==> config.mk <==
export PLATFORM = sky130hd
export DESIGN_NAME = puf_arbiter_ctrl
export DESIGN_NICKNAME = d
export VERILOG_FILES = /design/src/rtl/puf_pkg.sv /design/src/rtl/puf_sync2.sv /design/src/rtl/puf_arbiter_ctrl.sv
export SDC_FILE = /design/constraint.sdc
export NUM_CORES = 1
export LEC_CHECK = 0
export CORE_ASPECT_RATIO = 0.5
export CORE_MARGIN = 3
export CORE_UTILIZATION = 50
export DETAILED_ROUTE_END_ITERATION = 10
export GPL_TIMING_DRIVEN = 0
export MAX_ROUTING_LAYER = met4
export PLACE_DENSITY = 0.91
export SKIP_CTS_REPAIR_TIMING = 1
export SYNTH_ARGS = -nofsm -noshare
export SYNTH_HDL_FRONTEND = slang
export SYNTH_HIERARCHICAL = 1
export SYNTH_SLANG_ARGS = --single-unit
==> constraint.sdc <==
create_clock -name clk -period 4.5 [get_ports clk]
set_clock_uncertainty 0.2 [all_clocks]
set_input_delay 0.9 -clock clk [delete_from_list [all_inputs] [get_ports clk]]
set_output_delay 0.9 -clock clk [all_outputs]
set_load 0.01 [all_outputs]
==> src/rtl/puf_pkg.sv <==
// Shared types, constants and helpers for the arbiter-PUF sequencer.
package puf_pkg;

  // Width and feedback taps of the challenge-expansion LFSR
  localparam int LFSR_W = 32;
  localparam int TAP_0  = 31;
  localparam int TAP_1  = 21;
  localparam int TAP_2  = 1;
  localparam int TAP_3  = 0;

  typedef enum logic [2:0] {
    ST_IDLE    = 3'd0,
    ST_ARB_RST = 3'd1,
    ST_LAUNCH  = 3'd2,
    ST_SAMPLE  = 3'd3,
    ST_NEXT    = 3'd4,
    ST_DONE    = 3'd5
  } state_t;

  // One Fibonacci step: shift left, feedback enters at bit 0
  function automatic logic [LFSR_W-1:0] lfsr_next(input logic [LFSR_W-1:0] l);
    logic fb;
    fb = l[TAP_0] ^ l[TAP_1] ^ l[TAP_2] ^ l[TAP_3];
    return {l[LFSR_W-2:0], fb};
  endfunction

  // Ceiling log2, never below 1 so counters always have at least one bit
  function automatic int clog2(input int value);
    int r;
    r = 0;
    for (int i = 0; i < 31; i++) begin
      if ((32'sd1 <<< i) < value) begin
        r = i + 1;
      end
    end
    return (r < 1) ? 1 : r;
  endfunction

endpackage

==> src/rtl/puf_sync2.sv <==
// Two-flop synchroniser for the asynchronous arbiter output.
module puf_sync2 (
  input  logic clk,
  input  logic rst,
  input  logic i_d,
  output logic o_q
);

  logic r_meta;
  logic r_sync;

  // Capture the asynchronous input, then resolve metastability in a second stage
  always_ff @(posedge clk or posedge rst) begin
    if (rst) begin
      r_meta <= 1'b0;
      r_sync <= 1'b0;
    end else begin
      r_meta <= i_d;
      r_sync <= r_meta;
    end
  end

  assign o_q = r_sync;

endmodule

==> src/rtl/puf_arbiter_ctrl.sv <==
// Arbiter-PUF sequencer: expands a seed into per-bit challenges, times the
// arbiter reset / launch edges, and majority-votes each response bit.
module puf_arbiter_ctrl
  import puf_pkg::*;
#(
  parameter int STAGES    = 64,
  parameter int RESP_BITS = 16,
  parameter int VOTES     = 5,
  parameter int SETTLE    = 4,
  parameter int RESET_CYC = 4
) (
  input  logic                 clk,
  input  logic                 rst,
  input  logic                 start_i,
  input  logic [31:0]          seed_i,
  output logic [STAGES-1:0]    chal_o,
  output logic                 launch_o,
  output logic                 arb_rst_o,
  input  logic                 arb_i,
  output logic                 busy_o,
  output logic [RESP_BITS-1:0] resp_o,
  output logic [RESP_BITS-1:0] unstable_o,
  output logic                 resp_valid_o,
  input  logic                 resp_ready_i
);

  localparam int VOTE_W    = clog2(VOTES + 1);
  localparam int BIT_W     = clog2(RESP_BITS + 1);
  localparam int PHASE_MAX = (RESET_CYC > SETTLE) ? RESET_CYC : SETTLE;
  localparam int PHASE_W   = clog2(PHASE_MAX + 1);

  state_t                 r_state;
  logic [LFSR_W-1:0]      r_lfsr;
  logic [RESP_BITS-1:0]   r_resp;
  logic [RESP_BITS-1:0]   r_unstable;
  logic                   r_resp_valid;
  logic                   r_busy;
  logic                   r_launch;
  logic                   r_arb_rst;
  logic [VOTE_W-1:0]      r_vote;
  logic [VOTE_W-1:0]      r_ones;
  logic [BIT_W-1:0]       r_bit;
  logic [PHASE_W-1:0]     r_phase;

  logic                   w_arb_s;
  logic [VOTE_W-1:0]      w_vote_inc;
  logic                   w_major;
  logic                   w_split;
  logic [RESP_BITS-1:0]   w_resp_next;
  logic [RESP_BITS-1:0]   w_unst_next;

  puf_sync2 u_sync (
    .clk (clk),
    .rst (rst),
    .i_d (arb_i),
    .o_q (w_arb_s)
  );

  // Challenge repeats the 32-bit LFSR across the whole chain
  genvar g;
  generate
    for (g = 0; g < STAGES; g++) begin : g_chal
      assign chal_o[g] = r_lfsr[g % LFSR_W];
    end
  endgenerate

  assign w_vote_inc = r_vote + VOTE_W'(1);
  assign w_major    = (r_ones > VOTE_W'(VOTES / 2));
  assign w_split    = (r_ones != VOTE_W'(0)) && (r_ones != VOTE_W'(VOTES));

  // Merge the voted result of the current bit into the response vectors
  always_comb begin
    w_resp_next = r_resp;
    w_unst_next = r_unstable;
    for (int i = 0; i < RESP_BITS; i++) begin
      if (r_bit == BIT_W'(i)) begin
        w_resp_next[i] = w_major;
        w_unst_next[i] = w_split;
      end else begin
        w_resp_next[i] = r_resp[i];
        w_unst_next[i] = r_unstable[i];
      end
    end
  end

  // Sequencer FSM with registered chain controls and handshake outputs
  always_ff @(posedge clk or posedge rst) begin
    if (rst) begin
      r_state      <= ST_IDLE;
      r_lfsr       <= '0;
      r_resp       <= '0;
      r_unstable   <= '0;
      r_resp_valid <= 1'b0;
      r_busy       <= 1'b0;
      r_launch     <= 1'b0;
      r_arb_rst    <= 1'b1;
      r_vote       <= '0;
      r_ones       <= '0;
      r_bit        <= '0;
      r_phase      <= '0;
    end else begin
      case (r_state)
        ST_IDLE: begin
          r_arb_rst <= 1'b1;
          r_launch  <= 1'b0;
          if (start_i) begin
            r_lfsr     <= (seed_i == 32'h0) ? 32'h1 : seed_i;
            r_resp     <= '0;
            r_unstable <= '0;
            r_vote     <= '0;
            r_ones     <= '0;
            r_bit      <= '0;
            r_phase    <= '0;
            r_busy     <= 1'b1;
            r_state    <= ST_ARB_RST;
          end
        end
        ST_ARB_RST: begin
          if (r_phase == PHASE_W'(RESET_CYC - 1)) begin
            r_phase   <= '0;
            r_arb_rst <= 1'b0;
            r_launch  <= 1'b1;
            r_state   <= ST_LAUNCH;
          end else begin
            r_phase <= r_phase + PHASE_W'(1);
          end
        end
        ST_LAUNCH: begin
          if (r_phase == PHASE_W'(SETTLE - 1)) begin
            r_phase <= '0;
            r_state <= ST_SAMPLE;
          end else begin
            r_phase <= r_phase + PHASE_W'(1);
          end
        end
        ST_SAMPLE: begin
          // Arbiter result has had SETTLE cycles to cross the synchroniser
          r_ones    <= r_ones + VOTE_W'(w_arb_s);
          r_vote    <= w_vote_inc;
          r_launch  <= 1'b0;
          r_arb_rst <= 1'b1;
          if (w_vote_inc == VOTE_W'(VOTES)) begin
            r_state <= ST_NEXT;
          end else begin
            r_state <= ST_ARB_RST;
          end
        end
        ST_NEXT: begin
          r_resp     <= w_resp_next;
          r_unstable <= w_unst_next;
          r_ones     <= '0;
          r_vote     <= '0;
          r_bit      <= r_bit + BIT_W'(1);
          r_lfsr     <= lfsr_next(r_lfsr);
          if (r_bit == BIT_W'(RESP_BITS - 1)) begin
            r_busy  <= 1'b0;
            r_state <= ST_DONE;
          end else begin
            r_state <= ST_ARB_RST;
          end
        end
        ST_DONE: begin
          r_arb_rst <= 1'b1;
          r_launch  <= 1'b0;
          // Valid rises one cycle after entry; only a visible response can be consumed
          if (!r_resp_valid) begin
            r_resp_valid <= 1'b1;
          end else if (resp_ready_i) begin
            r_resp_valid <= 1'b0;
            r_state      <= ST_IDLE;
          end
        end
        default: begin
          r_state      <= ST_IDLE;
          r_resp_valid <= 1'b0;
          r_busy       <= 1'b0;
          r_launch     <= 1'b0;
          r_arb_rst    <= 1'b1;
        end
      endcase
    end
  end

  assign launch_o     = r_launch;
  assign arb_rst_o    = r_arb_rst;
  assign busy_o       = r_busy;
  assign resp_o       = r_resp;
  assign unstable_o   = r_unstable;
  assign resp_valid_o = r_resp_valid;

endmodule

==> metrics <==
status=finished, final reports clean; Layout area overhead=42.8%; root buffer cell=clkbuf_16; register area share after synthesis=51.3%; IO Count=137; first-pass GRT wire length=17,900 um; Leak=2.96 nW; crit path cell chain=clkdlybuf4s50_1 -> or4b_4 -> buf_6 -> o21ai_2 -> mux2_2; Netlist cell types=48; vias in the first global route=3,575; Die W=136 um; Tmin final=2.73 ns; Syn Area/Cell=11.5 um2; CP max FO=10; HP Class=flip-flop to flip-flop; routed len/inst=17.3 um; RSZ-0062 raised after global routing=false; Post-Syn Instances=369; Num CTS Buffers=9; MaxCap Viol Count=0; Total Routing Usage GR=24.3%; fmax=0.367 GHz; commonest non-fill, non-tap cell in the layout=clkdlybuf4s50_1; # clock sinks=87; DRT iter0 DRCs=283; Detailed Routing Iterations Pass 1=7; Worst-path clk slew=0.07 ns; yosys warns=6; slowest CP cell=clkdlybuf4s50_1; Tcrit/Tclk final=60.6%; Slew headroom=57.2%; Max stage delay on crit path=0.66 ns; fin util=74.7%; largest net degree at the start of global routing=45; cell row count=23; non-filler cells, final=634; Pins Over Slew Limit=0; Post-synth EDFFs=0; # port buffers=136; CTS HTree Levels=3; worst skew pair latency=0.33 ns; Via-to-Cell Ratio=5.53; Filler cells=584; Seq cells post-synth=87; most frequent cells in the layout=136 x clkdlybuf4s50_1, 86 x dfrtp_1, 41 x inv_1; CP required=4.52 ns; Clock Tree Buf Depth=2; wirelength, routed=11,000 um; CTS tree=done; final total power=1.60 mW; r2r setup slk=2.18 ns; Worst-Margin Slew=0.639 ns; DP Cell Count=618; # DRC=0; layout cells sized above 1=22.0%; asr flop ratio synth=100%; chip height=71.1 um; detailed placement HPWL=8190 um; area of the die=9690 um2; Crit Path Class=primary input to flip-flop; Overflow after GRT=0; Starting Density=52.3%; final-report setup violation count=0; Cell Area, Synth=4240 um2; syn_nets=416; Layout Nets=564; crit end category=flip-flop; Hold Vio Cnt, Final=0; VDD IR-drop max=0.181 mV; ys flop type=dfrtp_1; initial antenna violation count=0; DR vias=3,503; antenna viol nets, final=0; CP Launch Type=primary input; PwrDens=264 nW/um2; number of antenna diodes=0; placer congestion estimate=0.839; core area=8120 um2; WP data arrival=2.75 ns
power by group:
| part | switching, mW | internal (mW) | total, mW | leakage, nW |
|---|---|---|---|---|
| combinational | 0.0353 | 0.0487 | 0.0840 | 1.64 |
| clock | 0.323 | 0.398 | 0.721 | 0.141 |
| sequential | 0.00343 | 0.790 | 0.794 | 1.18 |
| total | 0.362 | 1.24 | 1.60 | 2.96 |
worst max-delay path: cells and delay by family:
family	cells	cell delay [ns]
muxes	1	0.36
buffers and inverters	2	0.85
and+or+nand+nor	1	0.55
AOI/OAI and AO/OA	1	0.09
cell usage after synthesis (2+ instances only):
cell / instances / area share [%]
buf_2: 7 / 0.83
o21a_1: 2 / 0.35
nand2_2: 3 / 0.44
buf_6: 3 / 0.80
nand2_1: 10 / 0.88
nand3_1: 3 / 0.35
mux2_2: 33 / 8.8
buf_4: 32 / 5.7
xnor2_1: 3 / 0.62
and3_1: 2 / 0.29
clkbuf_1: 8 / 0.71
o22ai_1: 2 / 0.29
nand2b_1: 2 / 0.29
inv_1: 42 / 3.7
a21oi_1: 12 / 1.4
clkbuf_2: 2 / 0.24
dfrtp_1: 86 / 51
a31oi_1: 4 / 0.59
o21ai_2: 11 / 2.3
o21ai_0: 6 / 0.71
ha_1: 10 / 2.9
a22o_1: 5 / 1.0
nand4_1: 2 / 0.29
xor2_1: 6 / 1.2
nor2_1: 13 / 1.2
a222oi_1: 31 / 7.3
nor4_1: 8 / 1.2
layout make-up:
type,count,area (um2),area share [%]
Tap cell,112,140,2.31
Timing Repair Buffer,137,1380,22.8
Multi-Input combinational cell,188,1560,25.7
Clock buffer,10,239,3.94
Sequential cell,87,2180,35.9
Clock inverter,6,53.8,0.888
Inverter,42,160,2.64
Buffer,52,349,5.76
cells by family after synthesis:
| logic type | count (synthesis) | share of synthesized area (%) |
|---|---|---|
| xor gates and xnor gates | 9 | 1.86 |
| muxes | 35 | 9.26 |
| AOI/OAI and AO/OA | 81 | 15.5 |
| adders and majority gates | 10 | 2.95 |
| and+or+nand+nor | 53 | 7.17 |
| buffers and inverters | 94 | 11.9 |
| DFF | 87 | 51.3 |
routing by layer:
layer  wire length [um]  vias to the layer above  track usage (%)
li1                   -                     1607                -
met1               4620                     1725             30.7
met2               5380                      160             40.6
met3                856                       11             5.54
met4                100                        0             5.47
met5                  0                        -                -
flip-flops by register name (all words and copies together), names as in the netlist:
signal	cells
r_lfsr	32
resp_o	16
unstable_o	16
r_bit	5
r_ones	3
r_phase	3
r_state	3
r_vote	3
arb_rst_o	1
busy_o	1
launch_o	1
resp_valid_o	1
u_sync/o_q	1
u_sync/r_meta	1
path summary, 6_finish.rpt:
kind | from | to | cells after the start
min in group asynchronous | rst | u_sync/r_meta$_DFF_PP0_ | 2
max in group asynchronous | rst | arb_rst_o$_DFFE_PP1P_ | 3
hold / removal | u_sync/r_meta$_DFF_PP0_ | u_sync/o_q$_DFF_PP0_ | 0
hold reg to reg | u_sync/r_meta$_DFF_PP0_ | u_sync/o_q$_DFF_PP0_ | 0
setup reg to reg | r_state[0]$_DFFE_PP0P_ | resp_o[8]$_DFFE_PP0P_ | 6
setup / recovery | start_i | unstable_o[12]$_DFFE_PP0P_ | 5
metrics by stage:
step | hold WS [ns] | worst slack, ns | setup TNS [ns] | instance area, um2
2_1_floorplan | 0.131 | 1.21 | 0 | 4240
3_3_place_gp | 0.141 | -0.103 | -8.47 | 5740
3_5_place_dp | 0.148 | 1.44 | 0 | 5770
4_1_cts | 0.163 | 1.79 | 0 | 6060
5_1_grt | 0.166 | 1.73 | 0 | 6060
6_report | 0.160 | 1.77 | 0 | 6060
Note: power is estimated with default switching activity, not from simulation.
